File: config.mk
export PLATFORM = sky130hd
export DESIGN_NAME = led_sbox_serial_ctrl
export DESIGN_NICKNAME = d
export VERILOG_FILES = /design/src/rtl/led_sbox_serial_ctrl.sv
export SDC_FILE = /design/constraint.sdc
export NUM_CORES = 1
export LEC_CHECK = 0
export CORE_MARGIN = 2
export CORE_UTILIZATION = 40
export CTS_CLUSTER_DIAMETER = 40
export DETAILED_ROUTE_END_ITERATION = 10
export PLACE_DENSITY = 0.71
export SLEW_MARGIN = 40
export SYNTH_ARGS = -nofsm -noshare
export SYNTH_HDL_FRONTEND = slang
export SYNTH_SLANG_ARGS = --single-unit
export TNS_END_PERCENT = 50
File: constraint.sdc
create_clock -name clk -period 2.1 [get_ports clk]
set_input_delay 0.42 -clock clk [delete_from_list [all_inputs] [get_ports clk]]
set_output_delay 0.42 -clock clk [all_outputs]
set_load 0.01 [all_outputs]
File: src/rtl/led_sbox_serial_ctrl.sv
// Nibble-serial sequencer feeding a 3-share masked LED S-box pipeline and reassembling its output.
// Optional SBOX_PRECHARGE_EN inserts an all-zero slot after every issued nibble.
module led_sbox_serial_ctrl #(
  parameter int unsigned SBOX_LAT = 1
) (
  input  logic        clk,
  input  logic        rst_n,
  input  logic        start,
  input  logic [63:0] st_in1,
  input  logic [63:0] st_in2,
  input  logic [63:0] st_in3,
  output logic [3:0]  sb_in1,
  output logic [3:0]  sb_in2,
  output logic [3:0]  sb_in3,
  output logic        rnd_en,
  input  logic [3:0]  sb_out1,
  input  logic [3:0]  sb_out2,
  input  logic [3:0]  sb_out3,
  output logic [63:0] st_out1,
  output logic [63:0] st_out2,
  output logic [63:0] st_out3,
  output logic        busy,
  output logic        done
);

  typedef enum logic [1:0] {IDLE, FEED, DRAIN, DONE} state_t;

  state_t              r_state;
  state_t              w_next;
  logic [63:0]         r_buf1, r_buf2, r_buf3;
  logic [3:0]          r_issue_cnt;
  logic [3:0]          r_cap_cnt;
  logic [SBOX_LAT-1:0] r_vpipe;
  logic [3:0]          r_sb_in1, r_sb_in2, r_sb_in3;
  logic                r_rnd_en;
  logic [63:0]         r_st_out1, r_st_out2, r_st_out3;
  logic                w_load_first;
  logic                w_load_next;
  logic                w_rnd_nxt;
  logic                w_cap;
  logic                w_last_cap;

  assign w_cap      = r_vpipe[SBOX_LAT-1];
  assign w_last_cap = w_cap && (r_cap_cnt == 4'hF);

  always_ff @(posedge clk) begin
    if (!rst_n) r_state <= IDLE;
    else        r_state <= w_next;
  end

  // The last capture can land in the final FEED slot when SBOX_LAT=1, so FEED may exit straight to DONE.
  always_comb begin
    w_next       = r_state;
    w_load_first = 1'b0;
    w_load_next  = 1'b0;
    unique case (r_state)
      IDLE: begin
        if (start) begin
          w_load_first = 1'b1;
          w_next       = FEED;
        end
      end
      FEED: begin
`ifdef SBOX_PRECHARGE_EN
        w_load_next = !r_rnd_en;
`else
        w_load_next = (r_issue_cnt != 4'hF);
`endif
        if (r_rnd_en && (r_issue_cnt == 4'hF))
          w_next = w_last_cap ? DONE : DRAIN;
      end
      DRAIN: begin
        if (w_last_cap) w_next = DONE;
      end
      DONE: w_next = IDLE;
      default: w_next = IDLE;
    endcase
    w_rnd_nxt = w_load_first || w_load_next;
  end

  always_ff @(posedge clk) begin
    if (!rst_n) begin
      r_buf1      <= '0;
      r_buf2      <= '0;
      r_buf3      <= '0;
      r_issue_cnt <= '0;
      r_cap_cnt   <= '0;
      r_vpipe     <= '0;
      r_sb_in1    <= '0;
      r_sb_in2    <= '0;
      r_sb_in3    <= '0;
      r_rnd_en    <= 1'b0;
      r_st_out1   <= '0;
      r_st_out2   <= '0;
      r_st_out3   <= '0;
    end else begin
      r_rnd_en   <= w_rnd_nxt;
      r_vpipe[0] <= w_rnd_nxt;
      for (int unsigned k = 1; k < SBOX_LAT; k++) r_vpipe[k] <= r_vpipe[k-1];

      if (w_load_first) begin
        r_sb_in1    <= st_in1[3:0];
        r_sb_in2    <= st_in2[3:0];
        r_sb_in3    <= st_in3[3:0];
        r_buf1      <= {4'h0, st_in1[63:4]};
        r_buf2      <= {4'h0, st_in2[63:4]};
        r_buf3      <= {4'h0, st_in3[63:4]};
        r_issue_cnt <= '0;
        r_cap_cnt   <= '0;
        r_st_out1   <= '0;
        r_st_out2   <= '0;
        r_st_out3   <= '0;
      end else begin
        if (w_load_next) begin
          r_sb_in1    <= r_buf1[3:0];
          r_sb_in2    <= r_buf2[3:0];
          r_sb_in3    <= r_buf3[3:0];
          r_buf1      <= {4'h0, r_buf1[63:4]};
          r_buf2      <= {4'h0, r_buf2[63:4]};
          r_buf3      <= {4'h0, r_buf3[63:4]};
          r_issue_cnt <= r_issue_cnt + 4'd1;
        end else begin
          r_sb_in1 <= '0;
          r_sb_in2 <= '0;
          r_sb_in3 <= '0;
        end
        if (w_cap) begin
          r_st_out1[{r_cap_cnt, 2'b00} +: 4] <= sb_out1;
          r_st_out2[{r_cap_cnt, 2'b00} +: 4] <= sb_out2;
          r_st_out3[{r_cap_cnt, 2'b00} +: 4] <= sb_out3;
          r_cap_cnt <= r_cap_cnt + 4'd1;
        end
      end
    end
  end

  assign sb_in1  = r_sb_in1;
  assign sb_in2  = r_sb_in2;
  assign sb_in3  = r_sb_in3;
  assign rnd_en  = r_rnd_en;
  assign st_out1 = r_st_out1;
  assign st_out2 = r_st_out2;
  assign st_out3 = r_st_out3;
  assign busy    = (r_state != IDLE);
  assign done    = (r_state == DONE);

endmodule

==> results by group <==
Synth
  – Synth top area share: 50.7%
  – Synthesized cell area: 15600 um^2
  – EDFF count, synth: 0
  – Seq/Total Area, Yosys: 50.7%
  – Ys Warns: 0
  – Ranking of synthesized cells by area: dfxtp_1, nand2_1, mux2i_1
  – Ys async rst share: 0%
  – Post-Syn Nets: 2055
  – Synth area leader: dfxtp_1
  – Most frequent cell after synthesis: nand2_1
  – Synth top cells by count: nand2_1, dfxtp_1, mux2i_1
  – Post-synthesis register bit count: 395
  – Unique masters post-synth: 37
  – Predominant post-synthesis flop cell: dfxtp_1
  – Avg Cell Area, Syn: 8.48 um^2
  – Mapped Cells: 1839

GRT
  – Met2 usage: 39.8%
  – GR met3 Demand/Resource: 5.75%
  – Initial antenna violation count: 2
  – Top Usage Layer GRT: met2
  – Vias in the first global route: 14200
  – Met1 Track Usage GR: 28.7%
  – First-pass GRT wire length: 76600 um
  – Global router's overall resource usage: 23.4%
  – Total congestion overflow: 0
  – Largest net degree at the start of global routing: 85

Detailed routing
  – First-pass DRT Iterations: 7
  – Vias: 14600
  – DR WL/cell: 17.6 um
  – Total Wirelength: 49300 um
  – DR iter-0 viols: 884
  – Post-route ant nets: 0
  – Drt via density: 5.23
  – DRC viols: 0

Clocking
  – CTS root buf: clkbuf_16
  – Post-CTS setup buffer count: 0
  – Total CTS buffers: 52
  – Sink Count: 395
  – CTS Hold Bufs: 0
  – TritonCTS clock tree: done
  – CTS clk-pin slew, worst paths: 60 ps
  – Max clock buf depth: 3
  – CTS H-tree depth: 2
  – Worst-Skew Late Latency: 600 ps

Timing
  – Relative slew slack: 66.7%
  – WHS: 368 ps
  – Fin. Hold Viols: 0
  – RSZ-0062 raised after global routing: no
  – Final TNS setup: 0 ps
  – # setup viols final: 0
  – Layout Skew: 25.6 ps
  – Final worst slack: 85.0 ps
  – Maximum clock frequency: 496 MHz
  – Final Max Slew Viols: 0
  – Period Utilization, post-route: 96.0%
  – Fin crit period: 2010 ps
  – Slew @ Worst Pin: 498 ps

Outcome
  – Outcome: complete, no violations

Placed design
  – Port bufs: 413
  – Post-Place Cells: 2699
  – Dpl hpwl: 34700 um
  – GPL Wtd Cong: 0.856
  – DP Worst Slack: 62.2 ps

Worst setup path
  – Crit-path max FO: 2
  – Critical path arrival: 1590 ps
  – Startpoint Class: flip-flop
  – Worst path buffer plus inverter count: 1
  – Crit-path cells: clkdlybuf4s50_1
  – Crit path required time: 1680 ps
  – Delay-heaviest family, CP: buffers and inverters
  – CP max stage cell: clkdlybuf4s50_1
  – Slowest stage delay, CP: 610 ps
  – CP endpoint kind: output pin
  – WS Path Type: reg -> out

Layout
  – Syn-to-layout area delta: 44.2%
  – Final net count: 2451
  – Layout cells sized above 1: 8.61%
  – Finished Layout Cells: 2796

Die
  – Site row count: 72
  – Die H: 201 um
  – Starting density of the core: 40.5%
  – Die Wd: 201 um
  – I/O pins: 414
  – Die area: 40600 um^2
  – CORE AREA: 38600 um^2

Power
  – Peak VDD IR: 0.609 mV
  – Static leakage: 8.69 nW
  – Power Density: 1090 nW/um^2

Worst hold path
  – Hold Crit Class: in -> reg

Job
  – Max Cap Viol: 0
==> per-layer routing <==
layer / part of all wire (%) / routed length (um)
met1: 42 / 20600
met5: 0.026 / 13
met4: 3.0 / 1480
met2: 47 / 23300
met3: 7.9 / 3910
==> area by class of cell <==
class                      count  area [um^2]
multi-input combinational   1281         7030
antenna                        1         2.50
sequential                   395         7920
inverter                       8         30.0
clock buffer                  63         1410
timing repair buffer         497         5020
tap                          518          648
fill                        3351        16100
clock inverter                33          434
==> sequential cells by signal, indices dropped and copies added, names as in the netlist, 60 cells and up <==
name / flops
r_buf3: 60
r_buf1: 60
st_out2: 64
st_out3: 64
st_out1: 64
r_buf2: 60
==> final timing paths <==
check                                  start              to  slack (ps)  cells past startpoint
worst max-delay path             st_out3[60]     st_out3[60]          90                      1
worst min-delay path                   rst_n  r_issue_cnt[1]         370                      3
worst max register to register  r_cap_cnt[0]     st_out2[17]         170                      6
worst min register to register   st_out2[35]     st_out2[35]         460                      2
==> cell families after synthesis <==
kind of cell / Yosys count / synth area share [%]
AO/OA/AOI/OAI: 370 / 13.4
XOR/XNOR: 9 / 0.505
adder cells (fa/ha/maj): 9 / 0.722
buffers and inverters: 163 / 4.47
flip-flops: 395 / 50.7
multiplexers: 194 / 12.4
AND/OR/NAND/NOR: 699 / 17.7
==> repair_timing <==
item | in CTS | in global routing
gates cloned | 0 | 0
gates resized for setup | 8 | 4
pin swaps | 0 | 0
setup endpoints to repair | 3 | 13
==> where the power goes <==
| part | total [mW] | internal, mW | leakage, nW | switching [mW] |
|---|---|---|---|---|
| combinational | 5.85 | 2.29 | 4.57 | 3.56 |
| clock | 9.23 | 5.64 | 0.895 | 3.59 |
| sequential | 9.36 | 8.70 | 3.23 | 0.665 |
| total | 24.4 | 16.6 | 8.69 | 7.81 |
==> through the flow <==
stage | util [%] | area (um^2) | power, mW
detailed placement | 53.5 | 20600 | 15.3
CTS | 58.3 | 22500 | 24.6
global placement | 53.5 | 20600 | 15.2
global route | 58.3 | 22500 | 25.7
floorplan | - | 15600 | 12.9
finish | 58.3 | 22500 | 24.4
==> cell usage in the layout (no fill, tap or decap), types with 2 or more instances in the layout <==
| master | n |
|---|---|
| clkbuf_1 | 4 |
| xnor2_1 | 5 |
| nand4_1 | 4 |
| and2_1 | 2 |
| clkinv_2 | 5 |
| and3_1 | 4 |
| clkbuf_16 | 52 |
| o21ai_0 | 170 |
| bufinv_16 | 6 |
| clkinvlp_4 | 4 |
| nand2_2 | 2 |
| inv_2 | 2 |
| buf_12 | 21 |
| dfxtp_2 | 3 |
| mux2i_1 | 194 |
| nor3_1 | 3 |
| dfxtp_1 | 391 |
| clkdlybuf4s50_1 | 410 |
| clkinv_8 | 4 |
| clkinv_4 | 4 |
| xor2_1 | 4 |
| nor2_1 | 30 |
| ha_1 | 8 |
| buf_4 | 64 |
| nand2_4 | 2 |
| a31oi_1 | 168 |
| nand2b_1 | 3 |
| inv_6 | 9 |
| a21oi_1 | 26 |
| nand2_1 | 586 |
| inv_1 | 6 |
| clkbuf_8 | 7 |
| nand3_1 | 55 |
Power figures use the tool's default switching activity.
